File: config.mk
export PLATFORM = sky130hd
export DESIGN_NAME = fetch_unit
export DESIGN_NICKNAME = d
export VERILOG_FILES = /design/src/rtl/riscv_pkg.sv /design/src/rtl/fetch_fifo.sv /design/src/rtl/fetch_unit.sv
export SDC_FILE = /design/constraint.sdc
export NUM_CORES = 1
export LEC_CHECK = 0
export CORE_MARGIN = 10
export CORE_UTILIZATION = 45
export DETAILED_ROUTE_END_ITERATION = 12
export PLACE_DENSITY = 0.7
export SYNTH_ARGS = -nofsm -noshare
export SYNTH_HDL_FRONTEND = slang
export SYNTH_SLANG_ARGS = --single-unit
File: constraint.sdc
create_clock -name clk -period 5.3 [get_ports clk]
set_clock_uncertainty 0.2 [all_clocks]
set_input_delay 1.325 -clock clk [delete_from_list [all_inputs] [get_ports clk]]
set_output_delay 1.325 -clock clk [all_outputs]
set_load 0.01 [all_outputs]
File: src/rtl/riscv_pkg.sv
// Shared core definitions: datapath widths, reset PC, and the fetch-stage
// state and FIFO entry types.
package riscv_pkg;

    localparam int          XLEN             = 32;
    localparam int          ILEN             = 32;
    localparam logic [31:0] RESET_PC_DEFAULT = 32'h0000_0000;
    localparam logic [31:0] NOP              = 32'h0000_0013;

    // RUN keeps every response; DRAIN discards responses fetched before a redirect.
    typedef enum logic {
        ST_RUN   = 1'b0,
        ST_DRAIN = 1'b1
    } fetch_state_e;

    typedef struct packed {
        logic [XLEN-1:0] pc;
        logic [ILEN-1:0] instr;
    } fetch_entry_t;

endpackage

File: src/rtl/fetch_fifo.sv
// Small synchronous FIFO of {pc, instr} entries. The head entry is presented
// from storage registers, so a push becomes visible one cycle later.
module fetch_fifo
    import riscv_pkg::*;
#(
    parameter int DEPTH = 2,
    parameter int CW    = $clog2(DEPTH + 1)
) (
    input  logic         clk,
    input  logic         rst_n,
    input  logic         push,
    input  fetch_entry_t push_data,
    input  logic         pop,
    input  logic         flush,
    output fetch_entry_t head,
    output logic [CW-1:0] count
);

    localparam int AW = (DEPTH > 1) ? $clog2(DEPTH) : 1;

    fetch_entry_t  mem [DEPTH];
    logic [AW-1:0] wr_ptr;
    logic [AW-1:0] rd_ptr;
    logic          pop_ok;

    assign pop_ok = pop && (count != '0);
    assign head   = mem[rd_ptr];

    always_ff @(posedge clk or negedge rst_n) begin
        if (!rst_n) begin
            wr_ptr <= '0;
            rd_ptr <= '0;
            count  <= '0;
            for (int i = 0; i < DEPTH; i++) begin
                mem[i] <= '0;
            end
        end else if (flush) begin
            wr_ptr <= '0;
            rd_ptr <= '0;
            count  <= '0;
        end else begin
            if (push) begin
                mem[wr_ptr] <= push_data;
                wr_ptr      <= wr_ptr + AW'(1);
            end
            if (pop_ok) begin
                rd_ptr <= rd_ptr + AW'(1);
            end
            count <= count + CW'(push) - CW'(pop_ok);
        end
    end

endmodule

File: src/rtl/fetch_unit.sv
// Instruction fetch stage: sequential PC generation, credit-limited memory
// requests, in-order response buffering and redirect flush/drain.
module fetch_unit
    import riscv_pkg::*;
#(
    parameter logic [31:0] RESET_PC = RESET_PC_DEFAULT,
    parameter int          DEPTH    = 2
) (
    input  logic            clk,
    input  logic            rst_n,
    output logic            imem_req_valid,
    output logic [XLEN-1:0] imem_req_addr,
    input  logic            imem_req_ready,
    input  logic            imem_resp_valid,
    input  logic [ILEN-1:0] imem_resp_instr,
    input  logic            redirect_valid,
    input  logic [XLEN-1:0] redirect_pc,
    output logic            instr_valid,
    output logic [ILEN-1:0] instr,
    output logic [XLEN-1:0] instr_pc,
    input  logic            instr_ready,
    output fetch_state_e    dbg_state
);

    localparam int CW = $clog2(DEPTH + 1);

    // Handshakes: a transfer happens in any cycle where valid && ready; a
    // producer holds valid and payload stable until that cycle.

    logic [XLEN-1:0] fetch_pc;
    logic [XLEN-1:0] resp_pc;
    logic [CW-1:0]   outstanding;
    logic [CW-1:0]   drop_cnt;
    fetch_state_e    state;

    logic [CW-1:0]   fifo_count;
    fetch_entry_t    fifo_head;
    fetch_entry_t    push_data;
    logic            pop;
    logic            push;
    logic            req_hs;
    logic [CW:0]     in_use;
    logic [CW-1:0]   inflight_after;
    logic [XLEN-1:0] target_pc;

    assign target_pc = redirect_pc & ~32'h0000_0003;
    assign pop       = instr_valid && instr_ready;

    // The slot being popped this cycle counts as free, which sustains one
    // instruction per cycle with DEPTH=2. A granted-but-unaccepted request
    // keeps its credit, so the request stays valid without a pop.
    assign in_use = {1'b0, fifo_count} - (CW + 1)'(pop) + {1'b0, outstanding};

    assign imem_req_valid = rst_n && !redirect_valid && (in_use < (CW + 1)'(DEPTH));
    assign imem_req_addr  = fetch_pc;
    assign req_hs         = imem_req_valid && imem_req_ready;

    assign push           = imem_resp_valid && !redirect_valid && (drop_cnt == '0);
    assign push_data      = '{pc: resp_pc, instr: imem_resp_instr};
    assign inflight_after = outstanding - CW'(imem_resp_valid);

    assign instr_valid = (fifo_count != '0);
    assign instr       = fifo_head.instr;
    assign instr_pc    = fifo_head.pc;
    assign dbg_state   = state;

    fetch_fifo #(
        .DEPTH (DEPTH),
        .CW    (CW)
    ) u_fifo (
        .clk       (clk),
        .rst_n     (rst_n),
        .push      (push),
        .push_data (push_data),
        .pop       (pop),
        .flush     (redirect_valid),
        .head      (fifo_head),
        .count     (fifo_count)
    );

    always_ff @(posedge clk or negedge rst_n) begin
        if (!rst_n) begin
            fetch_pc    <= RESET_PC;
            resp_pc     <= RESET_PC;
            outstanding <= '0;
            drop_cnt    <= '0;
            state       <= ST_RUN;
        end else if (redirect_valid) begin
            // Every fetch still in flight belongs to the old path.
            fetch_pc    <= target_pc;
            resp_pc     <= target_pc;
            outstanding <= inflight_after;
            drop_cnt    <= inflight_after;
            state       <= (inflight_after != '0) ? ST_DRAIN : ST_RUN;
        end else begin
            if (req_hs) begin
                fetch_pc <= fetch_pc + 32'd4;
            end
            outstanding <= outstanding + CW'(req_hs) - CW'(imem_resp_valid);
            if (imem_resp_valid) begin
                if (drop_cnt != '0) begin
                    drop_cnt <= drop_cnt - CW'(1);
                    if (drop_cnt == CW'(1)) begin
                        state <= ST_RUN;
                    end
                end else begin
                    resp_pc <= resp_pc + 32'd4;
                end
            end
        end
    end

endmodule
### After elaboration in Yosys (flattened, before gate mapping)

Cells that the tools add are included.

| cells by class | value |
|---|---|
| $add $sub $neg | 12 |
| magnitude comparators | 4 |
| equality and inequality tests | 2 |
| muxes and demuxes | 25 |
| bitwise logic cells | 3 |
| reduce and logical (&&, ||, !) cells | 23 |

Operator list:

| cell | number |
|---|---|
| 2-to-1 mux 64 bit | 4 |
| 2-to-1 mux 32 bit | 5 |
| bitwise mux 128 bit | 1 |
| adder 32 x 3 -> 32 bit, second input constant | 2 |
| demux 64 bit (select 1 bit) | 1 |
| nonzero test 2 bit | 9 |
| 2-to-1 mux 2 bit | 5 |
| 2-to-1 mux 1 bit | 9 |
| logical AND 1 bit | 8 |
| AND reduction 2 bit | 3 |
| subtractor 2 x 1 -> 2 bit | 3 |
| adder 2 x 1 -> 2 bit | 2 |
| greater-or-equal comparator 2 bit, second input constant | 2 |
| inverter 1 -> 2 bit | 2 |
| adder 3 x 2 -> 3 bit | 1 |
| < comparator 3 x 2 -> 1 bit, second input constant | 1 |
| AND reduction 3 bit | 1 |
| subtractor 2 x 1 -> 3 bit | 1 |
| adder 1 bit, second input constant | 2 |
| equality test 2 x 1 -> 1 bit, second input constant | 1 |
| logical NOT 2 bit | 1 |
| < comparator 2 x 1 -> 1 bit, second input constant | 1 |
| != test 2 bit, second input constant | 1 |
| subtractor 2 x 1 -> 2 bit, second input constant | 1 |
| 2 further kinds | 2 |

| word-level totals | value |
|---|---|
| register bits | 201 |
| bits of input ports | 70 |
| output and inout bits | 99 |
| word-level logic and storage cells | 81 |

### Depth between registers and ports, before layout

Gate-level depths: netlist (run 1).

| logic depth | value |
|---|---|
| word-level depth | 10 |
| depth in mapped cells | 17 |
| gate-level depth less buffers | 16 |

### Hierarchy

From an unflattened synthesis (run 1), not the netlist that was laid out.

| unflattened totals | value |
|---|---|
| cells, all modules | 742 |
| area, all modules | 9929.5 µm² |

Modules (own cells, without submodules):

| module | instances | cells an instance | area each (µm²) | sequential area each (µm²) |
|---|---|---|---|---|
| fetch_fifo | 1 | 360 | 6067.1 | 3303.2 |
| fetch_unit | 1 | 382 | 3862.5 | 1626.6 |

### Worst setup path after synthesis (run 1)

OpenSTA, ideal clock, no wires.

| timing path | value |
|---|---|
| kind | input port to output port |
| from | input port instr_ready |
| to | output port imem_req_valid |
| arrival time | 2.800 ns |
| required time | 3.775 ns |
| path slack | 0.975 ns |
| stages | 7 |
| path buffers | 0 |
| cell sequence | and2_1 -> ha_1 -> inv_1 -> nand2_1 -> fa_1 -> xnor2_1 -> nor3_1 |

| on the way | value |
|---|---|
| word-level cells in the longest chain between the ends | 5 |

RTL lines:

| what | line | RTL |
|---|---|---|
| start, declared | fetch_unit.sv:21 | `input logic instr_ready,` |
| logical AND 1 bit | fetch_unit.sv:47 | `assign pop = instr_valid && instr_ready;` |
| subtractor 2 x 1 -> 3 bit | fetch_unit.sv:52 | `assign in_use = {1'b0, fifo_count} - (CW + 1)'(pop) + {1'b0, outstanding};` |
| adder 3 x 2 -> 3 bit | fetch_unit.sv:52 |  |
| < comparator 3 x 2 -> 1 bit | fetch_unit.sv:54 | `assign imem_req_valid = rst_n && !redirect_valid && (in_use < (CW + 1)'(DEPTH));` |
| logical AND 1 bit | fetch_unit.sv:54 |  |
| end, declared | fetch_unit.sv:11 | `output logic imem_req_valid,` |

Every way passes these cells.

### Worst setup path in the final report (run 1)

Ends and elaborated chain as after synthesis.

==> results of run 1 <==
## how the worst min path moves through the flow
stage | startpoint | to | slack [ns] | cells past startpoint
final | u_fifo.mem[54] | u_fifo.mem[54] | 0.29 | 2
after global routing | u_fifo.mem[80] | u_fifo.mem[80] | 0.31 | 1
after CTS | u_fifo.mem[40] | u_fifo.mem[40] | 0.30 | 2
after detailed placement | u_fifo.mem[55] | u_fifo.mem[55] | 0.28 | 2
after global placement | u_fifo.mem[55] | u_fifo.mem[55] | 0.26 | 2
after floorplan | u_fifo.mem[40] | u_fifo.mem[40] | 0.24 | 2
## power groups by stage
stage | registers (uW) | clock network, uW | logic [uW]
after detailed placement | 2260 | 0 | 2400
after CTS | 2230 | 1370 | 2430
final | 2230 | 1350 | 2380
after floorplan | 2180 | 0 | 1340
after global placement | 2240 | 0 | 2380
after global routing | 2300 | 1430 | 2570
## cells by family (layout without fill, tap and decap cells)
kind of cell,after synthesis,count (layout)
AO/OA/AOI/OAI,85,85
XOR/XNOR,44,44
adder cells (fa/ha/maj),12,12
buffers and inverters,62,227
flip-flops,193,193
multiplexers,187,187
other,1,4
AND/OR/NAND/NOR,188,188
## cell usage after synthesis (3+ instances only)
cell	n
dfrtp_1	193
mux2_2	185
nand2_1	58
nand3_1	34
o21ai_0	33
xnor2_1	28
clkbuf_1	22
inv_1	19
nor2_1	17
xor2_1	16
nand4_1	14
buf_2	13
a21boi_0	11
ha_1	11
nand2b_1	10
nor3_1	10
and3_1	8
and4_1	8
nor4_1	8
o211ai_1	8
a21oi_1	7
o21ai_1	6
a31o_2	5
and2_1	5
o311ai_0	5
a31oi_1	4
buf_4	4
or4_1	4
buf_1	3
nor4_2	3
## routing by layer
metal | vias up | GRT usage | routed length (um)
met5 | - | 0 | 0
li1 | 3070 | - | -
met3 | 14 | 0.05832 | 1782
met2 | 194 | 0.2652 | 10230
met1 | 3275 | 0.2388 | 11050
met4 | 0 | 0.02924 | 156
## flip-flops by register name, indices dropped and copies added, names as in the netlist
signal and count:
u_fifo.count 2, resp_pc 30, u_fifo.rd_ptr 1, u_fifo.mem 124, dbg_state 1, drop_cnt 2, u_fifo.wr_ptr 1, outstanding 2
imem_req_addr 30
## cell usage in the layout, fill, tap and decap left out, types with 7 or more instances in the layout
master and n:
a21oi_1 7, xor2_1 16, a21boi_0 11, nor2_1 17, nand4_1 14, nand3_1 34
o211ai_1 8, dfrtp_1 192, nor4_1 8, nand2b_1 10, clkdlybuf4s50_1 160, clkbuf_16 17
ha_1 11, and3_1 8, buf_4 12, mux2_2 185, o21ai_0 33, and4_1 8
nor3_1 9, inv_1 19, nand2_1 57, xnor2_1 28
## final cells by class
cell class                 count  area [um2]
inverter                      19       71.32
clock inverter                13       171.4
sequential                   193        4831
timing repair buffer         176        1750
tap                          270       337.8
clock buffer                  19       442.9
multi-input combinational    520        4223
fill                        1725        8472
## critical path, cell delays in order
cell and delay [ns]:
clkdlybuf4s50_1 0.45, and2_1 0.15, ha_1 0.23, inv_1 0.07
nand2_1 0.06, fa_1 0.56, nand2_1 0.07, nor3_1 0.15
clkdlybuf4s50_1 0.58
## through the flow
stage	hold WS (ns)	setup WS (ns)	util	area, um2	power (uW)
floorplan	0.2444	0.9754	-	9316	3514
global placement	0.2645	0.1419	0.5524	11210	4618
detailed placement	0.2785	0.1379	0.5524	11210	4661
CTS	0.2983	0.1045	0.5827	11830	6032
global route	0.3144	0.02109	0.5827	11830	6309
finish	0.2923	0.1272	0.5827	11830	5963
==> metrics, run 1 <==
status finished, final reports clean; FP Rows 52; endpoint class of the critical path primary output; Cell Int Power 4127 uW; setup_tns 0 ns; final period utilization 0.9760; r2r setup slk 1.79 ns; FF-to-FF Start u_fifo.count[1]; clk slew on worst S/H paths 0.07 ns; global-route usage over all layers 0.1738; RSZ-0062 raised after global routing no; DP Wirelength 16280 um; Critical Path Source instr_ready; min Tclk post-route 5.173 ns; Seq/Total Area, Yosys 0.5190; worst r2r path cells 11; layout cells sized above 1 0.2606; asr flop ratio synth 1.000; simple-gate share of the synthesized area 0.1093; Synth Area in XOR/XNOR 0.04141; initial core utilization 0.4584; buffer count from post-CTS setup fixing 0; fmax 193.3 MHz; first drt pass iteration count 4; DRC viols 0; fin nets 1009; Routed Wire Length 23220 um; Worst Tran Pin Value 1.023 ns; CTS root buffer clkbuf_16; count of port buffers added during placement 162; Power per Cell Area 504.1 nW/um2; Gate power share 0.400; Die X 163.8 um; Main synth FF type dfrtp_1; # setup viols final 0; crit path max fanout 2; syn avg cell area 12.05 um2; Max-Slew Margin vs Limit 0.3116; post-route antenna net violation count 0; Final Hold Fails 0; Syn. warnings 0; number of global-route vias before repair 6893; number of I/O pins 169; hold buffers post-CTS 0; Iter 0 DRT Violations 332; Die H 163.8 um; Psw 1835 uW; CP Capture Point imem_req_valid; crit path DAT 3.65 ns; Synth cell types 46; CTS Sinks 193; routed via count 6553; cts repair resizes 0; CP Class primary input to primary output; worst hold path type flop to flop; H-tree depth 4; Leak 0.004998 uW; post-synthesis mux area share 0.2260; Synth Area in Adders 0.01694; Post-Syn Area 9305 um2; antenna violations before repair 0; area leader, netlist dfrtp_1; largest net degree at the start of global routing 81; CTS Buf Count 17; max-slew violation count 0; critical path launch point type primary input; Inst Count DP 1178; FF+latch count, synth 193; synth-to-layout area growth 27.11%; Post-synth EDFFs 0; sw frac 0.3078; register share of total power 0.374; Clk Latency, worst-skew pair 0.43 ns; drt via density 5.416; Post-Synthesis Cells 772; Clock power frac 0.226; Placer Congestion 0.8333; Die Footprint 26830 um2; CTS tree done; first-pass GRT wire length 37620 um; Routed WL per cell 19.19 um; n_diodes 0; floorplan core area 20300 um2; area share of the largest cell type after synthesis 0.5190; Synth Area in Compound Gates 0.05768; largest family of logic cells by synthesized area multiplexers; Non-Filler Instances 1210; synth top area cells dfrtp_1 52%, mux2_2 22%, xnor2_1 2.6%; clk buf depth 2; Peak VDD IR 278.1 uV; worst r2r dst imem_req_addr[20]; MaxCap Viol Count 0; total gr overflow 0; Crit path required time 3.77 ns
No activity file was read; power rests on OpenSTA's default activity.
==> run 2: changes to the inputs <==
--- a/config.mk
+++ b/config.mk
@@ -7,6 +7,7 @@
 export LEC_CHECK = 0
 export CORE_MARGIN = 10
 export CORE_UTILIZATION = 45
+export CTS_BUF_LIST = sky130_fd_sc_hd__clkbuf_4 sky130_fd_sc_hd__clkbuf_8
 export DETAILED_ROUTE_END_ITERATION = 12
 export PLACE_DENSITY = 0.7
 export SYNTH_ARGS = -nofsm -noshare
==> run 2 against run 1 <==
  * Die area unchanged
  * Flip-flop and latch count stayed put
  * First-iteration DRC count down 2.7%
  * Worst hold slack worse by 0.0018 ns
  * Worst setup slack barely moved
  * Clock power down 22%
  * Global-route usage shrank 0.056 points
==> metrics, run 2 (synthesis results as in run 1) <==
status finished, final reports clean; first-pass GRT wire length 37220 um (-1.1%); CTS Buf Count 17 (unchanged); H-tree depth 4 (unchanged); floorplan core area 20300 um2 (unchanged); DRC viols 0 (unchanged); Finished Cell Area 11640 um2 (-1.6%); most common cell after layout, fill and taps aside dfrtp_1; Crit path required time 3.77 ns (about the same); # setup viols final 0 (unchanged); post-route antenna net violation count 0 (unchanged); RSZ-0062 raised after global routing no; antenna violations before repair 0 (unchanged); Gate power share 0.421 (+0.021); number of global-route vias before repair 6744 (-2.2%); max reg flops 124 (unchanged); most frequent cells in the layout 192 x dfrtp_1, 185 x mux2_2, 160 x clkdlybuf4s50_1, 57 x nand2_1, 34 x nand3_1; largest net degree at the start of global routing 81 (unchanged); total gr overflow 0 (unchanged); endpoint class of the critical path primary output; cts repair resizes 0 (unchanged); first drt pass iteration count 5 (+1); hold buffers post-CTS 0 (unchanged); Clk Latency, worst-skew pair 0.48 ns (+0.05 ns); final period utilization 0.9760 (about the same); Cell Area, Placed 11210 um2 (unchanged); routed via count 6529 (-0.37%); register share of total power 0.394 (+0.020); met1 Usage GRT 0.2398 (+0.001051); drt via density 5.396 (-0.37%); critical path launch point type primary input; Die X 163.8 um (unchanged); CTS Sinks 193 (unchanged); FP Rows 52 (unchanged); Final Power 5658 uW (-5.1%); max-slew violation count 0 (unchanged); DP Wirelength 16280 um (unchanged); CTS tree done; hold slack 0.2905 ns (-0.001777 ns); worst hold path type flop to flop; crit path DAT 3.65 ns (about the same); clk slew on worst S/H paths 0.10 ns (+0.03 ns); n_diodes 0 (unchanged); fmax 193.3 MHz (about the same); Worst Tran Pin Value 1.079 ns (+0.05563 ns); Final Hold Fails 0 (unchanged); Cell Int Power 3852 uW (-6.7%); Inst Count DP 1178 (unchanged); count of port buffers added during placement 162 (unchanged); Fillers 1742 (+0.99%); Leak 0.004914 uW (-1.7%); GR peak layer met2; Max-Slew Margin vs Limit 0.2741 (-0.03743); fin nets 1009 (unchanged); setup_tns 0 ns (unchanged); layout cells sized above 1 0.2617 (+0.001064); Largest Register u_fifo.mem; number of I/O pins 169 (unchanged); Iter 0 DRT Violations 323 (-2.7%); buffer count from post-CTS setup fixing 0 (unchanged); Clock power frac 0.185 (-0.041); initial core utilization 0.4584 (unchanged); CTS root buffer clkbuf_8; met3 Track Usage GR 0.05682 (-0.001502); Psw 1806 uW (-1.6%); Die Footprint 26830 um2 (unchanged); Routed WL per cell 19.15 um (-0.20%); global-route usage over all layers 0.1733 (-0.0005579); Peak VDD IR 235.6 uV (-15%); GR Layer Usage met2 0.2574 (-0.007766); MaxCap Viol Count 0 (unchanged); min Tclk post-route 5.173 ns (+0.0001760 ns); Die H 163.8 um (unchanged); Non-Filler Instances 1210 (unchanged); crit path max fanout 2 (unchanged); CP Class primary input to primary output; Power per Cell Area 486.1 nW/um2 (-3.6%); Placer Congestion 0.8333 (unchanged); Routed Wire Length 23170 um (-0.20%); synth-to-layout area growth 25.09%; sw frac 0.3192 (+0.01143); clk buf depth 2 (unchanged)
-- run 2: cell counts in the layout (fill, tap and decap cells not counted) --
Identical to the previous run, type by type.
-- run 2: layout make-up --
| type | count | area (um2) | share of cell area |
|---|---|---|---|
| clock buffers | 19 | 255.2 | 0.02193 |
| multi-input cells | 520 | 4223 | 0.3628 |
| clock inverters | 13 | 171.4 | 0.01473 |
| well taps | 270 | 337.8 | 0.02902 |
| inverters | 19 | 71.32 | 0.006127 |
| repair buffers | 176 | 1750 | 0.1504 |
| flip-flops and latches | 193 | 4831 | 0.4150 |
-- run 2: routing by layer --
layer / wire length [um] / vias to the layer above
li1: - / 3075
met1: 11160 / 3233
met2: 9992 / 201
met3: 1783 / 20
met4: 232 / 0
met5: 0 / -
-- run 2: through the flow --
| step | worst slack, ns | util |
|---|---|---|
| floorplan | 0.9754 | - |
| global placement | 0.1419 | 0.5524 |
| detailed placement | 0.1379 | 0.5524 |
| CTS | 0.1045 | 0.5734 |
| global route | 0.02109 | 0.5734 |
| finish | 0.1270 | 0.5734 |
-- run 2: worst max-delay path, stage by stage --
cell             delay [ns]
clkdlybuf4s50_1        0.45
and2_1                 0.15
ha_1                   0.23
inv_1                  0.07
nand2_1                0.06
fa_1                   0.56
nand2_1                0.07
nor3_1                 0.15
clkdlybuf4s50_1        0.58
-- run 2: final timing paths --
| path | slack (ns) | startpoint | endpoint | cells past startpoint |
|---|---|---|---|---|
| min reg2reg | 0.29 | u_fifo.mem[55] | u_fifo.mem[55] | 2 |
| min in group asynchronous | 0.86 | rst_n | u_fifo.mem[64] | 2 |
| max in group asynchronous | 2.53 | rst_n | u_fifo.mem[116] | 3 |
| max | 0.13 | instr_ready | imem_req_valid | 9 |
| max reg2reg | 1.79 | u_fifo.count[1] | imem_req_addr[20] | 11 |
| min | 0.29 | u_fifo.mem[55] | u_fifo.mem[55] | 2 |
-- run 2: power by group through the flow --
stage | Clock, uW | Combinational (uW) | Sequential [uW]
6_report | 1050 | 2380 | 2230
5_1_grt | 1130 | 2570 | 2300
4_1_cts | 1070 | 2420 | 2230
3_5_place_dp | 0 | 2400 | 2260
3_3_place_gp | 0 | 2380 | 2240
2_1_floorplan | 0 | 1340 | 2180
